==> src/rtl/uart_pkg.sv <==
// Shared UART definitions: receiver state encoding, data width and bit period.
// Used by uart_rx and the matching transmitter.
package uart_pkg;

  localparam int UART_DATA_W   = 8;
  localparam int CLOCK_PER_BIT = 13021;

  typedef enum logic [2:0] {
    IDLE,
    START,
    DATA,
    STOP,
    BREAK
  } rx_state_e;

  function automatic logic maj3(
    input logic a,
    input logic b,
    input logic c
  );
    return (a & b) | (a & c) | (b & c);
  endfunction

endpackage

==> src/rtl/uart_sync2.sv <==
// Generic two-flop synchronizer for a single asynchronous bit.
// RST_VAL sets both flops at reset so an idle line reads correctly.
module uart_sync2 #(
  parameter logic RST_VAL = 1'b0
) (
  input  logic clk,
  input  logic rst_n,
  input  logic d,
  output logic q
);

  logic meta;

  always_ff @(posedge clk or negedge rst_n) begin
    if (!rst_n) begin
      meta <= RST_VAL;
      q    <= RST_VAL;
    end else begin
      meta <= d;
      q    <= meta;
    end
  end

endmodule

==> src/rtl/uart_rx.sv <==
// 8N1 UART receiver with false-start, framing-error and break handling.
// Define UART_RX_MAJORITY_EN for 2-of-3 majority sampling around each bit centre.
import uart_pkg::*;

module uart_rx #(
  parameter int clock_per_bit = CLOCK_PER_BIT
) (
  input  logic                   clk,
  input  logic                   rst_n,
  input  logic                   RX_in,
  output logic [UART_DATA_W-1:0] data_out,
  output logic                   data_valid,
  output logic                   frame_err,
  output logic                   RX_busy
);

  localparam int HALF = clock_per_bit / 2;
  localparam int CW   = $clog2(clock_per_bit);
  localparam int IW   = $clog2(UART_DATA_W);
`ifdef UART_RX_MAJORITY_EN
  localparam int START_PT = HALF;
`else
  localparam int START_PT = HALF - 1;
`endif
  localparam logic [CW-1:0] START_LAST = CW'(START_PT);
  localparam logic [CW-1:0] BIT_LAST   = CW'(clock_per_bit - 1);
  localparam logic [IW-1:0] IDX_LAST   = IW'(UART_DATA_W - 1);

  rx_state_e              state, state_nxt;
  logic [CW-1:0]          cnt, cnt_nxt;
  logic [IW-1:0]          idx, idx_nxt;
  logic [UART_DATA_W-1:0] shreg, shreg_nxt;
  logic                   good_q, good_nxt;
  logic                   bad_q, bad_nxt;
  logic                   rx_s;
  logic                   bit_v;

  uart_sync2 #(.RST_VAL(1'b1)) u_sync (
    .clk   (clk),
    .rst_n (rst_n),
    .d     (RX_in),
    .q     (rx_s)
  );

`ifdef UART_RX_MAJORITY_EN
  logic [1:0] hist;

  always_ff @(posedge clk or negedge rst_n) begin
    if (!rst_n) hist <= 2'b11;
    else        hist <= {hist[0], rx_s};
  end

  // Decision one cycle late: hist[1]=point-1, hist[0]=point, rx_s=point+1
  assign bit_v = maj3(hist[1], hist[0], rx_s);
`else
  assign bit_v = rx_s;
`endif

  always_comb begin
    state_nxt = state;
    cnt_nxt   = cnt + 1'b1;
    idx_nxt   = idx;
    shreg_nxt = shreg;
    good_nxt  = 1'b0;
    bad_nxt   = 1'b0;
    unique case (state)
      IDLE: begin
        cnt_nxt = '0;
        idx_nxt = '0;
        if (!rx_s) state_nxt = START;
      end
      START: begin
        if (cnt == START_LAST) begin
          cnt_nxt   = '0;
          state_nxt = bit_v ? IDLE : DATA;
        end
      end
      DATA: begin
        if (cnt == BIT_LAST) begin
          cnt_nxt        = '0;
          shreg_nxt[idx] = bit_v;
          idx_nxt        = idx + 1'b1;
          if (idx == IDX_LAST) state_nxt = STOP;
        end
      end
      STOP: begin
        if (cnt == BIT_LAST) begin
          cnt_nxt = '0;
          if (bit_v) begin
            good_nxt  = 1'b1;
            state_nxt = IDLE;
          end else begin
            bad_nxt   = 1'b1;
            state_nxt = BREAK;
          end
        end
      end
      BREAK: begin
        // Hold off until the line idles so a stuck-low line is one error
        cnt_nxt = '0;
        if (rx_s) state_nxt = IDLE;
      end
      default: begin
        cnt_nxt   = '0;
        state_nxt = IDLE;
      end
    endcase
  end

  always_ff @(posedge clk or negedge rst_n) begin
    if (!rst_n) begin
      state  <= IDLE;
      cnt    <= '0;
      idx    <= '0;
      shreg  <= '0;
      good_q <= 1'b0;
      bad_q  <= 1'b0;
    end else begin
      state  <= state_nxt;
      cnt    <= cnt_nxt;
      idx    <= idx_nxt;
      shreg  <= shreg_nxt;
      good_q <= good_nxt;
      bad_q  <= bad_nxt;
    end
  end

  always_ff @(posedge clk or negedge rst_n) begin
    if (!rst_n) begin
      data_out   <= '0;
      data_valid <= 1'b0;
      frame_err  <= 1'b0;
    end else begin
      data_valid <= good_q;
      frame_err  <= bad_q;
      if (good_q) data_out <= shreg;
    end
  end

  assign RX_busy = (state != IDLE);

endmodule

==> config.mk <==
export PLATFORM = sky130hd
export DESIGN_NAME = uart_rx
export DESIGN_NICKNAME = d
export VERILOG_FILES = /design/src/rtl/uart_pkg.sv /design/src/rtl/uart_sync2.sv /design/src/rtl/uart_rx.sv
export SDC_FILE = /design/constraint.sdc
export NUM_CORES = 1
export LEC_CHECK = 0
export CORE_MARGIN = 4
export CORE_UTILIZATION = 57
export DETAILED_ROUTE_END_ITERATION = 8
export PLACE_DENSITY = 0.87
export SYNTH_ARGS = -nofsm -noshare
export SYNTH_HDL_FRONTEND = slang
export SYNTH_HIERARCHICAL = 1
export SYNTH_SLANG_ARGS = --single-unit
==> constraint.sdc <==
create_clock -name clk -period 2.7 [get_ports clk]
set_clock_uncertainty 0.15 [all_clocks]
set_input_delay 0.405 -clock clk [delete_from_list [all_inputs] [get_ports clk]]
set_output_delay 0.405 -clock clk [all_outputs]
set_load 0.03 [all_outputs]
## Word level (Yosys, flattened, before mapping)

Index checks and enable logic that the tools add are counted.

- Memory bits (read-only): 0
- Memories: 0
- Memory bits (writable): 0
- Flip-flop bits (word level): 42
- Input bits: 3
- Word-level logic and storage cells: 59
- Latch bits: 0

- $lt $le $gt $ge: 2
- Shift-type cells: 0
- Multiply operators: 0
- Mux-type cells: 23
- Reduce and logical (&&, ||, !) cells: 8
- Add/sub/neg operators: 2
- Bitwise operators: 0
- Eq/ne operators: 13
- Divide/modulo/power cells: 0

Operators by type and width:

| cell | number |
|---|---|
| $mux W14 | 2 |
| $pmux W14 S2 | 1 |
| $mux W3 | 8 |
| $pmux W3 S5 | 1 |
| $add A14 B1 Y14 const B | 1 |
| $eq A14 B13 Y1 const B | 1 |
| $eq A14 B14 Y1 const B | 1 |
| $ne A2 B2 Y1 const B | 5 |
| $bwmux W8 | 1 |
| $mux W1 | 7 |
| $eq A3 B2 Y1 const B | 2 |
| $eq A3 B3 Y1 const B | 2 |
| $pmux W3 S2 | 1 |
| $reduce_and A6 Y1 | 1 |
| $lt A3 B4 Y1 const B | 1 |
| $reduce_and A2 Y1 | 2 |
| $add A3 B1 Y3 const B | 1 |
| $demux W1 S3 | 1 |
| $eq A3 B1 Y1 const B | 1 |
| $ge A3 B1 Y1 const B | 1 |
| $logic_not A3 Y1 | 1 |
| $reduce_bool A3 Y1 | 1 |
| $mux W2 | 1 |
| $ne A2 B1 Y1 const B | 1 |
| other kinds (3) | 3 |

## Depth between registers and ports, before layout

- Depth in word-level cells: 5
- Mapped depth: 7
- Mapped depth without buffers: 6

## Cells and area by module

Netlist, hierarchy kept.

By module, submodules not included:

| module | cells an instance | area each (sq um) | instances | seq. area each (sq um) |
|---|---|---|---|---|
| uart_rx | 180 | 1953.1 | 1 | 1001.0 |
| uart_sync2 | 2 | 52.6 | 1 | 52.6 |

## Least setup slack after synthesis

OpenSTA, ideal clock, no wires.

- Kind: reg2reg
- Start: reg cnt[0]
- End: reg shreg[2]
- Stages on the path, launching flop included: 8
- Required time: 2.422 ns
- Path slack: 0.520 ns
- Arrival: 1.902 ns
- Buffers on the path: 1
- Setup time: 0.128 ns
- Clock period less this slack: 2.180 ns
- Cells stage by stage: dfrtp_1 inv_1 ha_1 nand4bb_1 or4_4 buf_6 nor3_4 mux2_1

- Word-level cells in the longest chain between the ends: 2

Ends and longest elaborated chain:

| item | line | RTL |
|---|---|---|
| start, declared | uart_rx.sv:30 | `logic [CW-1:0] cnt, cnt_nxt;` |
| start signal, assigned | uart_rx.sv:120 | `cnt <= cnt_nxt;` |
| $eq A14 B14 Y1 | uart_rx.sv:79 | `if (cnt == BIT_LAST) begin` |
| $reduce_and A2 Y1 (no line) | - |  |
| end signal, assigned | uart_rx.sv:122 | `shreg <= shreg_nxt;` |
| end, declared | uart_rx.sv:32 | `logic [UART_DATA_W-1:0] shreg, shreg_nxt;` |

Every way passes these cells.
A chain may end at the register's enable or synchronous reset.

## Final worst setup path

- Start: reg state[1]
- End: out RX_busy

- Word-level cells in the longest chain between the ends: 1

Ends and longest elaborated chain:

| item | line | RTL |
|---|---|---|
| start, declared | uart_rx.sv:29 | `rx_state_e state, state_nxt;` |
| start signal, assigned | uart_rx.sv:119 | `state <= state_nxt;` |
| $reduce_bool A3 Y1 | uart_rx.sv:140 | `assign RX_busy = (state != IDLE);` |
| end, declared | uart_rx.sv:14 | `output logic RX_busy` |

Every way passes these cells.

==> results by group <==
Timing
  • F_max: 0.405 GHz
  • WHS: 0.00338 ns
  • Max-slew headroom: 0.415
  • Tightest Pin Transition: 0.877 ns
  • Post-route clock period utilization: 0.915
  • # setup viols final: 0
  • RSZ-0062 raised after global routing: false
  • Final hold vios: 0
  • Slew Limit Fails: 0
  • Setup TNS: 0 ns
  • Fin crit period: 2.47 ns

Routing
  • Routed Antenna Nets: 0
  • Residual DRC: 0
  • Vias: ~1400
  • Total iterations of the first detailed-routing run: 4
  • Initial DRC count: 57
  • DR vias/cell: between 5 and 6
  • Routed len/inst: 14.8 um
  • Routed WL: 3570 um

Global routing
  • Largest net degree at the start of global routing: 43
  • GRT met2 Usage: 0.341
  • M1 GR Usage: 0.204
  • First-pass GRT wire length: 6330 um
  • Antenna violations before repair: 0
  • Met3 Track Usage GR: 0.0499
  • Gr ovfl total: 0
  • Vias in the first global route: 1397
  • Global-route usage over all layers: 0.188
  • Global-route layer with the greatest usage: met2

Place
  • Area after DPL: 2150 um2
  • Final HPWL DP: 2630 um
  • IO buf count: 13
  • Global placement routability congestion: between 0.9 and 1

Logic synthesis
  • Seq cells post-synth: 42
  • Post-synth cell types: 40
  • Post-synthesis adder-cell area fraction: 0.0312
  • Main combinational cell family by area after synthesis: simple AND/OR/NAND/NOR gates
  • Sequential-to-total area share from yosys stat: 0.525
  • Largest area contributor in the netlist: dfrtp_1
  • Synth Area in Compound Gates: 0.0505
  • Post-synth EDFFs: 0
  • Mux share of post-synthesis cell area: 0.0786
  • Post-synthesis simple-gate area fraction: 0.223
  • Mapped Cells: 182
  • Syn Area/Cell: between 10 and 15 um2
  • Ys async rst share: 1.00
  • Synth Area in XOR/XNOR: 0.0524
  • Area share of the largest cell type after synthesis: 0.499
  • Post-synth net total: 190
  • Synth Flop Type: dfrtp_1
  • Area contributors post-synth: dfrtp_1, mux2_2, nand3_1
  • Yosys warns: 6
  • Synthesized area: 2010 um2

Critical path
  • Critical-path cell list: inv_1 -> nand2_1 -> clkdlybuf4s50_1
  • WP data required: 2.14 ns
  • CP Launch Type: flop
  • CP Max Fanout: 17
  • WS Path Type: reg2out
  • Max incr delay on CP: 0.68 ns
  • Critical path arrival: roughly 1.9 ns
  • Kind of end point of the critical path: primary output
  • CP max-delay cell: clkdlybuf4s50_1
  • Reg2Reg Depth: 6

Clock network
  • H-Tree Depth: 2
  • Clock slew at reported path FFs: about 0.13 ns
  • CTS root buffer: clkbuf_4
  • # resized after CTS: 0
  • TritonCTS clock tree: built
  • Worst-Skew Late Latency: 0.36 ns
  • CTS Hold Buffers Added: 0
  • CTS Buffer Depth: 2
  • Postcts setup bufs: 0
  • Sink Count: between 40 and 50
  • CTS Buf Count: 5

Power and ir drop
  • Peak VDD IR: approximately 0.37 mV
  • Leakage: 0.000978 uW
  • Pwr dens: 429 nW/um2

Worst hold path
  • HP Class: in2async

Layout
  • Share of cells above drive strength 1: 0.154
  • Post-route cell area: ~2200 um2
  • Commonest non-fill, non-tap cell in the layout: dfrtp_1
  • Layout Nets: 202
  • Synthesis-to-finish area growth: 9.67%
  • Fillcell total: 277
  • Antenna diode count: 0
  • Commonest non-fill, non-tap cells in the layout: dfrtp_1, nor2_1, nand3_1, mux2_2, clkdlybuf4s50_1

Floorplanning
  • I/O pin cnt: 14
  • Initial Util: 0.596
  • # rows: 21
  • Die width: slightly below 70 um
  • Die Area: roughly 4500 um2
  • Die Y: 67.3 um
  • Core ar.: approximately 3400 um2

Outcome
  • Status: finished clean

Job
  • Maxcap violations: 0
[per-stage QoR]
| step | instances | total power [uW] | util | setup WS, ns |
|---|---|---|---|---|
| 2_1_floorplan | 182 | 647 | - | 0.520 |
| 3_3_place_gp | 233 | 661 | 0.639 | 0.464 |
| 3_5_place_dp | 233 | 662 | 0.639 | 0.348 |
| 4_1_cts | 241 | 960 | 0.654 | 0.227 |
| 5_1_grt | 241 | 992 | 0.654 | 0.0869 |
| 6_report | 241 | 943 | 0.654 | 0.228 |
[area by class of cell]
type / count / area [um2] / share of cell area
well taps: 46 / 57.6 / 0.0262
inverters: 8 / 30.0 / 0.0137
multi-input cells: 123 / 875 / 0.398
clock inverters: 2 / 10.0 / 0.00455
flip-flops and latches: 42 / 1050 / 0.479
clock buffers: 6 / 41.3 / 0.0188
repair buffers: 14 / 133 / 0.0603
[path summary, 6_finish.rpt]
| check | slack [ns] | end | startpoint |
|---|---|---|---|
| worst min register to register | 0.21 | frame_err$_DFF_PN0_ | bad_q$_DFF_PN0_ |
| worst max register to register | 0.33 | shreg[0]$_DFFE_PN0P_ | cnt[0]$_DFF_PN0_ |
| worst min-delay path | 0.003 | shreg[4]$_DFFE_PN0P_ | rst_n |
| min in group clk | 0.21 | frame_err$_DFF_PN0_ | bad_q$_DFF_PN0_ |
| worst max-delay path | 0.23 | RX_busy | state[1]$_DFFE_PN0P_ |
| max in group asynchronous | 1.84 | cnt[5]$_DFF_PN0_ | rst_n |
[logic make-up (layout without fill, tap and decap cells)]
logic type / Yosys count / in the layout
muxes: 14 / 14
DFF: 42 / 42
xor gates and xnor gates: 12 / 12
buffers and inverters: 17 / 30
and+or+nand+nor: 77 / 77
AOI/OAI and AO/OA: 15 / 15
adders and majority gates: 5 / 5
[flip-flops by register name, summed over array words and instances (netlist names), 3 cells and up]
name and flops:
cnt 14, data_out 8, idx 3, shreg 8, state 3
[where the power goes]
group	total (uW)	switching [uW]	leakage, uW	internal (uW)
sequential	634	2.39	0.000565	632
combinational	15.0	12.7	0.000381	2.27
clock	294	195	0.0000320	99.4
[cells in the mapped netlist (2+ instances only)]
| master | count |
|---|---|
| or3_1 | 2 |
| clkbuf_2 | 2 |
| nand4_1 | 3 |
| nand2_1 | 10 |
| nand2b_1 | 2 |
| xor2_1 | 3 |
| dfstp_2 | 2 |
| or4bb_1 | 2 |
| inv_1 | 8 |
| nor4_1 | 3 |
| nand4bb_1 | 2 |
| o31ai_1 | 2 |
| nor2b_1 | 2 |
| ha_1 | 5 |
| a21oi_1 | 3 |
| xnor2_1 | 9 |
| nand3_1 | 17 |
| nor3_1 | 4 |
| clkbuf_1 | 5 |
| dfrtp_1 | 40 |
| mux2_2 | 13 |
| nor2_1 | 22 |
| o21ai_0 | 4 |
[worst max-delay path: cells and delay by family (launching register included)]
kind | cells | cell delay [ns]
AND/OR/NAND/NOR | 1 | 0.09
buffers and inverters | 2 | 0.81
flip-flops | 1 | 0.66
[routing by layer]
| layer | wire [um] | up-vias |
|---|---|---|
| met2 | 1920 | 26 |
| met3 | 137 | 8 |
| met1 | 1440 | 673 |
| met4 | 72 | 0 |
| met5 | 0 | - |
| li1 | - | 665 |
No activity file was read; power rests on OpenSTA's default activity.
